===== config.mk =====
export PLATFORM = sky130hd
export DESIGN_NAME = switch_debouncer_flat
export DESIGN_NICKNAME = d
export VERILOG_FILES = /design/src/rtl/switch_debouncer_pkg.sv /design/src/rtl/switch_debouncer_if.sv /design/src/rtl/switch_debouncer_chan.sv /design/src/rtl/switch_debouncer.sv /design/src/flat_wrapper.sv
export SDC_FILE = /design/constraint.sdc
export NUM_CORES = 1
export LEC_CHECK = 0
export ABC_AREA = 1
export ABC_CLOCK_PERIOD_IN_PS = 2250
export CAP_MARGIN = 25
export CELL_PAD_IN_SITES_DETAIL_PLACEMENT = 0
export CELL_PAD_IN_SITES_GLOBAL_PLACEMENT = 2
export CORE_MARGIN = 1.5
export CORE_UTILIZATION = 34
export DETAILED_ROUTE_END_ITERATION = 16
export PLACE_DENSITY_LB_ADDON = 0.05
export SLEW_MARGIN = 20
export SYNTH_ARGS = -nofsm -noshare
export SYNTH_HDL_FRONTEND = slang
export SYNTH_HIERARCHICAL = 1
export SYNTH_SLANG_ARGS = --single-unit

===== constraint.sdc =====
create_clock -name clk -period 2.25 [get_ports clk]
set_clock_uncertainty 0.1 [all_clocks]
set_input_delay 0.5625 -clock clk [delete_from_list [all_inputs] [get_ports clk]]
set_output_delay 0.5625 -clock clk [all_outputs]
set_load 0.03 [all_outputs]

===== src/rtl/switch_debouncer_pkg.sv =====
// Shared definitions for the switch debouncer: FSM state encoding and 50 MHz timing constants.
package switch_debouncer_pkg;

  typedef enum logic [1:0] {
    STABLE_LOW  = 2'd0,
    CHK_HIGH    = 2'd1,
    STABLE_HIGH = 2'd2,
    CHK_LOW     = 2'd3
  } db_state_e;

  localparam int CNT_50M       = 50_000_000;
  localparam int DEBOUNCE_20MS = CNT_50M / 50;
  localparam int HOLD_1S       = CNT_50M;

  // Bits needed to hold the values 0..n inclusive.
  function automatic int cnt_width(input int n);
    return (n < 1) ? 1 : $clog2(n + 1);
  endfunction

endpackage


===== src/rtl/switch_debouncer_if.sv =====
// Event handshake bundle: one pending edge event offered by the debouncer to its consumer.
interface switch_debouncer_if #(
  parameter int WIDTH = 4
);
  logic             evt_valid;
  logic             evt_ready;
  logic [WIDTH-1:0] evt_rise;
  logic [WIDTH-1:0] evt_fall;
  logic             evt_overflow;

  modport master (
    output evt_valid, evt_rise, evt_fall, evt_overflow,
    input  evt_ready
  );

  modport slave (
    input  evt_valid, evt_rise, evt_fall, evt_overflow,
    output evt_ready
  );
endinterface


===== src/rtl/switch_debouncer_chan.sv =====
// One switch channel: 2-FF synchroniser, debounce FSM with edge pulses and,
// when LONG_PRESS_EN is defined, a saturating hold counter for long-press detection.
module switch_debouncer_chan
  import switch_debouncer_pkg::*;
#(
  parameter int DEBOUNCE_CYCLES = DEBOUNCE_20MS,
  parameter int CNT_W           = 20,
  parameter int HOLD_CYCLES     = HOLD_1S
) (
  input  logic clk,
  input  logic rst,
  input  logic sw,
  output logic db,
  output logic rise,
  output logic fall,
  output logic long_press
);

  localparam bit PARAMS_OK = (DEBOUNCE_CYCLES >= 1) && (HOLD_CYCLES >= 2) &&
                             ((CNT_W > 30) || ((1 << CNT_W) > DEBOUNCE_CYCLES));

  if (!PARAMS_OK) begin : g_bad_params
    $error("switch_debouncer_chan: CNT_W too small or cycle counts out of range");
  end

  localparam logic [CNT_W-1:0] CNT_LAST = CNT_W'(DEBOUNCE_CYCLES - 1);

  logic             sync_p0;
  logic             sync_p1;
  db_state_e        state;
  logic [CNT_W-1:0] cnt;

  always_ff @(posedge clk) begin
    if (rst) begin
      sync_p0 <= 1'b0;
      sync_p1 <= 1'b0;
      state   <= STABLE_LOW;
      cnt     <= '0;
      db      <= 1'b0;
      rise    <= 1'b0;
      fall    <= 1'b0;
    end else begin
      // synchroniser stages p0 -> p1; FSM consumes only sync_p1
      sync_p0 <= sw;
      sync_p1 <= sync_p0;
      rise    <= 1'b0;
      fall    <= 1'b0;
      case (state)
        STABLE_LOW: begin
          if (sync_p1) begin
            state <= CHK_HIGH;
            cnt   <= CNT_W'(1);
          end
        end
        CHK_HIGH: begin
          if (!sync_p1) begin
            state <= STABLE_LOW;
            cnt   <= '0;
          end else if (cnt >= CNT_LAST) begin
            state <= STABLE_HIGH;
            cnt   <= '0;
            db    <= 1'b1;
            rise  <= 1'b1;
          end else begin
            cnt <= cnt + 1'b1;
          end
        end
        STABLE_HIGH: begin
          if (!sync_p1) begin
            state <= CHK_LOW;
            cnt   <= CNT_W'(1);
          end
        end
        CHK_LOW: begin
          if (sync_p1) begin
            state <= STABLE_HIGH;
            cnt   <= '0;
          end else if (cnt >= CNT_LAST) begin
            state <= STABLE_LOW;
            cnt   <= '0;
            db    <= 1'b0;
            fall  <= 1'b1;
          end else begin
            cnt <= cnt + 1'b1;
          end
        end
      endcase
    end
  end

`ifdef LONG_PRESS_EN
  localparam int                HOLD_W    = cnt_width(HOLD_CYCLES);
  localparam logic [HOLD_W-1:0] HOLD_LAST = HOLD_W'(HOLD_CYCLES - 1);
  localparam logic [HOLD_W-1:0] HOLD_SAT  = HOLD_W'(HOLD_CYCLES);

  logic [HOLD_W-1:0] hold_cnt;

  // Counter parks one past HOLD_LAST so the pulse fires exactly once per press.
  always_ff @(posedge clk) begin
    if (rst) begin
      hold_cnt   <= '0;
      long_press <= 1'b0;
    end else begin
      long_press <= 1'b0;
      if (state == STABLE_HIGH) begin
        if (hold_cnt != HOLD_SAT) begin
          hold_cnt <= hold_cnt + 1'b1;
        end
        long_press <= (hold_cnt == HOLD_LAST);
      end else begin
        hold_cnt <= '0;
      end
    end
  end
`else
  assign long_press = 1'b0;
`endif

endmodule


===== src/rtl/switch_debouncer.sv =====
// Switch/button conditioner: per-channel debounce plus a single-entry edge event register.
// Optional long-press pulses are built only when LONG_PRESS_EN is defined.
module switch_debouncer
  import switch_debouncer_pkg::*;
#(
  parameter int WIDTH           = 4,
  parameter int DEBOUNCE_CYCLES = DEBOUNCE_20MS,
  parameter int CNT_W           = 20,
  parameter int HOLD_CYCLES     = HOLD_1S
) (
  input  logic                clk,
  input  logic                rst,
  input  logic [WIDTH-1:0]    sw,
  output logic [WIDTH-1:0]    sw_db,
  output logic [WIDTH-1:0]    sw_rise,
  output logic [WIDTH-1:0]    sw_fall,
  output logic [WIDTH-1:0]    long_press,
  switch_debouncer_if.master  evt
);

  for (genvar i = 0; i < WIDTH; i++) begin : g_chan
    switch_debouncer_chan #(
      .DEBOUNCE_CYCLES (DEBOUNCE_CYCLES),
      .CNT_W           (CNT_W),
      .HOLD_CYCLES     (HOLD_CYCLES)
    ) u_chan (
      .clk        (clk),
      .rst        (rst),
      .sw         (sw[i]),
      .db         (sw_db[i]),
      .rise       (sw_rise[i]),
      .fall       (sw_fall[i]),
      .long_press (long_press[i])
    );
  end

  logic any_edge;
  assign any_edge = (|sw_rise) || (|sw_fall);

  // Stalled events absorb new edges by OR; a consume cycle with a fresh edge reloads
  // instead of clearing so nothing is dropped between events.
  always_ff @(posedge clk) begin
    if (rst) begin
      evt.evt_valid    <= 1'b0;
      evt.evt_rise     <= '0;
      evt.evt_fall     <= '0;
      evt.evt_overflow <= 1'b0;
    end else if (!evt.evt_valid) begin
      if (any_edge) begin
        evt.evt_valid    <= 1'b1;
        evt.evt_rise     <= sw_rise;
        evt.evt_fall     <= sw_fall;
        evt.evt_overflow <= 1'b0;
      end
    end else if (evt.evt_ready) begin
      evt.evt_valid    <= any_edge;
      evt.evt_rise     <= sw_rise;
      evt.evt_fall     <= sw_fall;
      evt.evt_overflow <= 1'b0;
    end else if (any_edge) begin
      evt.evt_rise     <= evt.evt_rise | sw_rise;
      evt.evt_fall     <= evt.evt_fall | sw_fall;
      evt.evt_overflow <= 1'b1;
    end
  end

endmodule


===== src/flat_wrapper.sv =====
// flat-port wrapper written by rule: the top's interface ports become plain ports
module switch_debouncer_flat import switch_debouncer_pkg::*;
#(
  parameter int WIDTH           = 4,
  parameter int DEBOUNCE_CYCLES = DEBOUNCE_20MS,
  parameter int CNT_W           = 20,
  parameter int HOLD_CYCLES     = HOLD_1S
)
  (clk, rst, sw, sw_db, sw_rise, sw_fall, long_press, evt_evt_valid, evt_evt_rise, evt_evt_fall, evt_evt_overflow, evt_evt_ready);
  switch_debouncer_if #(.WIDTH(WIDTH)) evt_i ();
  input  logic clk;
  input  logic rst;
  input  logic [WIDTH-1:0] sw;
  output logic [WIDTH-1:0] sw_db;
  output logic [WIDTH-1:0] sw_rise;
  output logic [WIDTH-1:0] sw_fall;
  output logic [WIDTH-1:0] long_press;
  output wire logic [$bits(evt_i.evt_valid)-1:0] evt_evt_valid;
  output wire logic [$bits(evt_i.evt_rise)-1:0] evt_evt_rise;
  output wire logic [$bits(evt_i.evt_fall)-1:0] evt_evt_fall;
  output wire logic [$bits(evt_i.evt_overflow)-1:0] evt_evt_overflow;
  input wire logic [$bits(evt_i.evt_ready)-1:0] evt_evt_ready;
  assign evt_evt_valid = evt_i.evt_valid;
  assign evt_evt_rise = evt_i.evt_rise;
  assign evt_evt_fall = evt_i.evt_fall;
  assign evt_evt_overflow = evt_i.evt_overflow;
  assign evt_i.evt_ready = evt_evt_ready;
  switch_debouncer #(.WIDTH(WIDTH), .DEBOUNCE_CYCLES(DEBOUNCE_CYCLES), .CNT_W(CNT_W), .HOLD_CYCLES(HOLD_CYCLES)) u_core (.clk(clk), .rst(rst), .sw(sw), .sw_db(sw_db), .sw_rise(sw_rise), .sw_fall(sw_fall), .long_press(long_press), .evt(evt_i));
endmodule

==> impl_metrics.csv, run 1 <==
group,metric,value,unit
outcome,status,"completed",
critical_path,cp_slowest_stage_delay,0.76,ns
place,place.detailed.hpwl,15.1,mm
timing,fin_tns_setup,0,ns
grt,use_met2,29.4,%
timing,drv_slew,0,
clocking,htreeDepth,4,
critical_path,cp_num_buf_inv,1,
detailed_routing,final_antenna_net_count,0,
yosys,synth_edf_count,0,
clocking,cts_tree,"built",
place,place_congestion,0.771,
timing,grt_setup_unrepaired,"false",
yosys,syn-num-nets,1172,
floorplan,die_h,152,um
timing,setup_viol,0,
yosys,syn_avg_cell_area,6.52,um^2
timing,timing.fmax,456,MHz
critical_path,crit_arrival,1.53,ns
power_and_ir_drop,ir_worst_vdd,0.364,mV
place,io_buffers,28,
timing,timing.final.crit_share,97.5,%
clocking,path_clk_slew,0.06,ns
grt,gr-usage-met1,25.4,%
grt,grt_antenna_before_repair,0,
cells_and_area,n_antenna_cell,0,
grt,grt_pass1_vias,6708,
detailed_routing,drt_iter0_markers,326,
clocking,cts_sinks,118,
min_path,hp-class,"reg2reg",
place,dp_slack,0.274,ns
detailed_routing,route.detailed.drc,0,
yosys,synthArstFlopShare,0,%
yosys,synth_area,0.00757,mm^2
grt,grt_first_pass_wirelength,34.6,mm
detailed_routing,drt-total-wl,20.6,mm
flow_run,maxCapViolations,0,
detailed_routing,vias,6971,
grt,grt-ovfl-total,0,
critical_path,worstPathMaxFanout,3,
timing,period_needed,2.19,ns
yosys,ys_seq_area_share,31.2,%
grt,track_usage,18.4,%
critical_path,crit_family,"buffers and inverters",
power_and_ir_drop,cellPowerDensity,614,mW/mm^2
timing,tightest_slew,0.547,ns
floorplan,start_util,34.7,%
yosys,ys_warn_count,6,
cells_and_area,area.growth.synth_to_final,15.9,%
floorplan,die_area,0.0232,mm^2
grt,grt-busiest-layer,"met2",
timing,finalHoldViolations,0,
detailed_routing,route.detailed.wl_per_inst,13.9,um
yosys,syn-instance-count,1161,
clocking,postCtsSetupRepairBufs,0,
timing,slew_headroom,63.5,%
yosys,synth_top_flop_cell,"dfxtp_1",
clocking,clkLatencyLatePin,0.42,ns
yosys,ys_types,36,
critical_path,cp-end-kind,"primary output",
clocking,cts_hold_buf,0,
clocking,cts_buffers,17,
clocking,clock-root-buffer,"clkbuf_16",
yosys,synth_top_cells_by_area,"dfxtp_1, nand2_1, nor2_1, inv_1, nand3_2",
cells_and_area,layout-drive-gt1-share,17.0,%
grt,grt_max_degree,24,
detailed_routing,firstDrtPassIters,5,
critical_path,start_kind,"flip-flop",
cells_and_area,layout.nets,1204,
cells_and_area,fin_area,0.00877,mm^2
floorplan,pin_count,33,
critical_path,worst-setup-path-type,"reg2out",
timing,setup_slack,0.0565,ns
critical_path,crit_chain,"clkdlybuf4s50_1",
floorplan,die_x,152,um
critical_path,slowest_stage,"clkdlybuf4s50_1",
grt,met3_usage,3.58,%
clocking,cts_buffer_depth,2,
power_and_ir_drop,p_leak,3.31,nW
yosys,synth_top_area_share,31.2,%
place,placed_cell_area,0.00809,mm^2
floorplan,row_count,54,
floorplan,coreArea,0.0218,mm^2
yosys,synth-seq-cells,118,
detailed_routing,via_per_inst,4.69,
critical_path,worstPathRequired,1.59,ns
yosys,synth_top_area_cell,"dfxtp_1",
## worst min-delay path, stage by stage, from the launching register on
cell and delay (ns):
dfxtp_1 0.30, inv_1 0.04, nor2_1 0.03
## cells in the final DEF, fill, tap and decap left out, types with 13 or more instances in the layout
| cell | Yosys | routed |
|---|---|---|
| nand2_2 | 22 | 22 |
| o21ai_0 | 42 | 42 |
| dfxtp_1 | 118 | 118 |
| a21oi_1 | 51 | 51 |
| nor2_1 | 179 | 179 |
| clkbuf_16 | 0 | 17 |
| nand4_1 | 19 | 19 |
| clkdlybuf4s50_1 | 0 | 18 |
| nand2_1 | 310 | 310 |
| a21oi_2 | 32 | 32 |
| nor2_2 | 18 | 18 |
| inv_1 | 125 | 125 |
| nor2_4 | 16 | 16 |
| nor3_1 | 21 | 21 |
| nand3_1 | 68 | 68 |
| buf_4 | 4 | 16 |
| nand3_2 | 36 | 36 |
| inv_2 | 13 | 13 |
| o21ai_1 | 13 | 13 |
## layer usage
metal	wire, um	up-vias	part of all wire (%)
met5	0	-	0
met4	156	0	0.76
met3	479	12	2.3
met2	9480	74	46
met1	10500	3142	51
li1	-	3743	-
## worst paths after layout
check | from | to | slack [ns] | cells after the start
hold reg to reg | u_core/g_chan[0].u_chan/sync_p0 | u_core/g_chan[0].u_chan/sync_p1 | 0.30 | 2
hold / removal | u_core/g_chan[0].u_chan/sync_p0 | u_core/g_chan[0].u_chan/sync_p1 | 0.30 | 2
setup reg to reg | u_core/g_chan[2].u_chan/cnt[0] | u_core/g_chan[2].u_chan/fall | 0.37 | 9
setup / recovery | u_core/evt.evt_rise[0] | evt_evt_rise[0] | 0.06 | 1
## kinds of logic (layout without fill, tap and decap cells)
group                      count (synthesis)  in the layout  share of synthesized area, %
DFF                                      118            118                          31.2
xor gates and xnor gates                   9              9                          1.04
and+or+nand+nor                          702            702                          44.3
buffers and inverters                    176            221                          10.8
other                                      4              4                         0.198
adders and majority gates                  4              4                         0.662
AOI/OAI and AO/OA                        148            148                          11.8
## state kept, by name, indices dropped and copies added, names as in the netlist, 4 cells and up, named ones only
name / cells
u_core/g_chan.u_chan/cnt: 80
u_core/g_chan.u_chan/sync_p0: 4
u_core/evt.evt_fall: 4
u_core/g_chan.u_chan/state: 4
u_core/g_chan.u_chan/fall: 4
u_core/g_chan.u_chan/rise: 4
u_core/evt.evt_rise: 4
u_core/g_chan.u_chan/sync_p1: 4
u_core/g_chan.u_chan/db: 4
## per-stage QoR
step                      utilization (%)  total power [W]  hold WS, ns  instances
after global routing                 40.2          0.00558        0.325       1486
after floorplan                         -          0.00227        0.288       1161
after detailed placement             37.1          0.00233        0.295       1454
after CTS                            40.1          0.00546        0.303       1486
final                                40.2          0.00538        0.299       1486
after global placement               37.1          0.00233        0.295       1454
## power by group
| group | total, W | switching, W | leakage (nW) | internal [W] |
|---|---|---|---|---|
| sequential | 0.00211 | 0.0000114 | 0.953 | 0.00210 |
| combinational | 0.000164 | 0.000120 | 2.04 | 0.0000438 |
| clock | 0.00311 | 0.00108 | 0.317 | 0.00203 |
| total | 0.00538 | 0.00121 | 3.31 | 0.00418 |
## area by class of cell
type                    instances  area, um^2
fillers                      2384       13100
inverters                     142         533
clock buffers                  21         460
multi-input cells             867        4390
repair buffers                 47         474
well taps                     280         350
flip-flops and latches        118        2360
clock inverters                11         198
## Yosys cell counts, drive strengths merged, types with 8 or more instances
cell and n:
a21oi 83, nor2 218, nand3 104, dfxtp 118, buf 23, xor2 8
a31o 8, nand4 19, inv 138, nor3 21, o21ai 55, nand2 333
clkbuf 11
## timing repair
item,CTS,global route
gates resized for setup,1,8
setup endpoints to repair,1,8
endpoints found under the hold margin,0,0
cloned,0,0
Power figures use the tool's default switching activity.
==> inputs of run 2 (changes only) <==
--- a/config.mk
+++ b/config.mk
@@ -7,14 +7,14 @@
 export LEC_CHECK = 0
 export ABC_AREA = 1
 export ABC_CLOCK_PERIOD_IN_PS = 2250
-export CAP_MARGIN = 25
+export CAP_MARGIN = 5
 export CELL_PAD_IN_SITES_DETAIL_PLACEMENT = 0
 export CELL_PAD_IN_SITES_GLOBAL_PLACEMENT = 2
 export CORE_MARGIN = 1.5
 export CORE_UTILIZATION = 34
 export DETAILED_ROUTE_END_ITERATION = 16
 export PLACE_DENSITY_LB_ADDON = 0.05
-export SLEW_MARGIN = 20
+export SLEW_MARGIN = 10
 export SYNTH_ARGS = -nofsm -noshare
 export SYNTH_HDL_FRONTEND = slang
 export SYNTH_HIERARCHICAL = 1
==> results of run 2 <==
No change in the layout: final DEF, timing and power equal those of run 1.
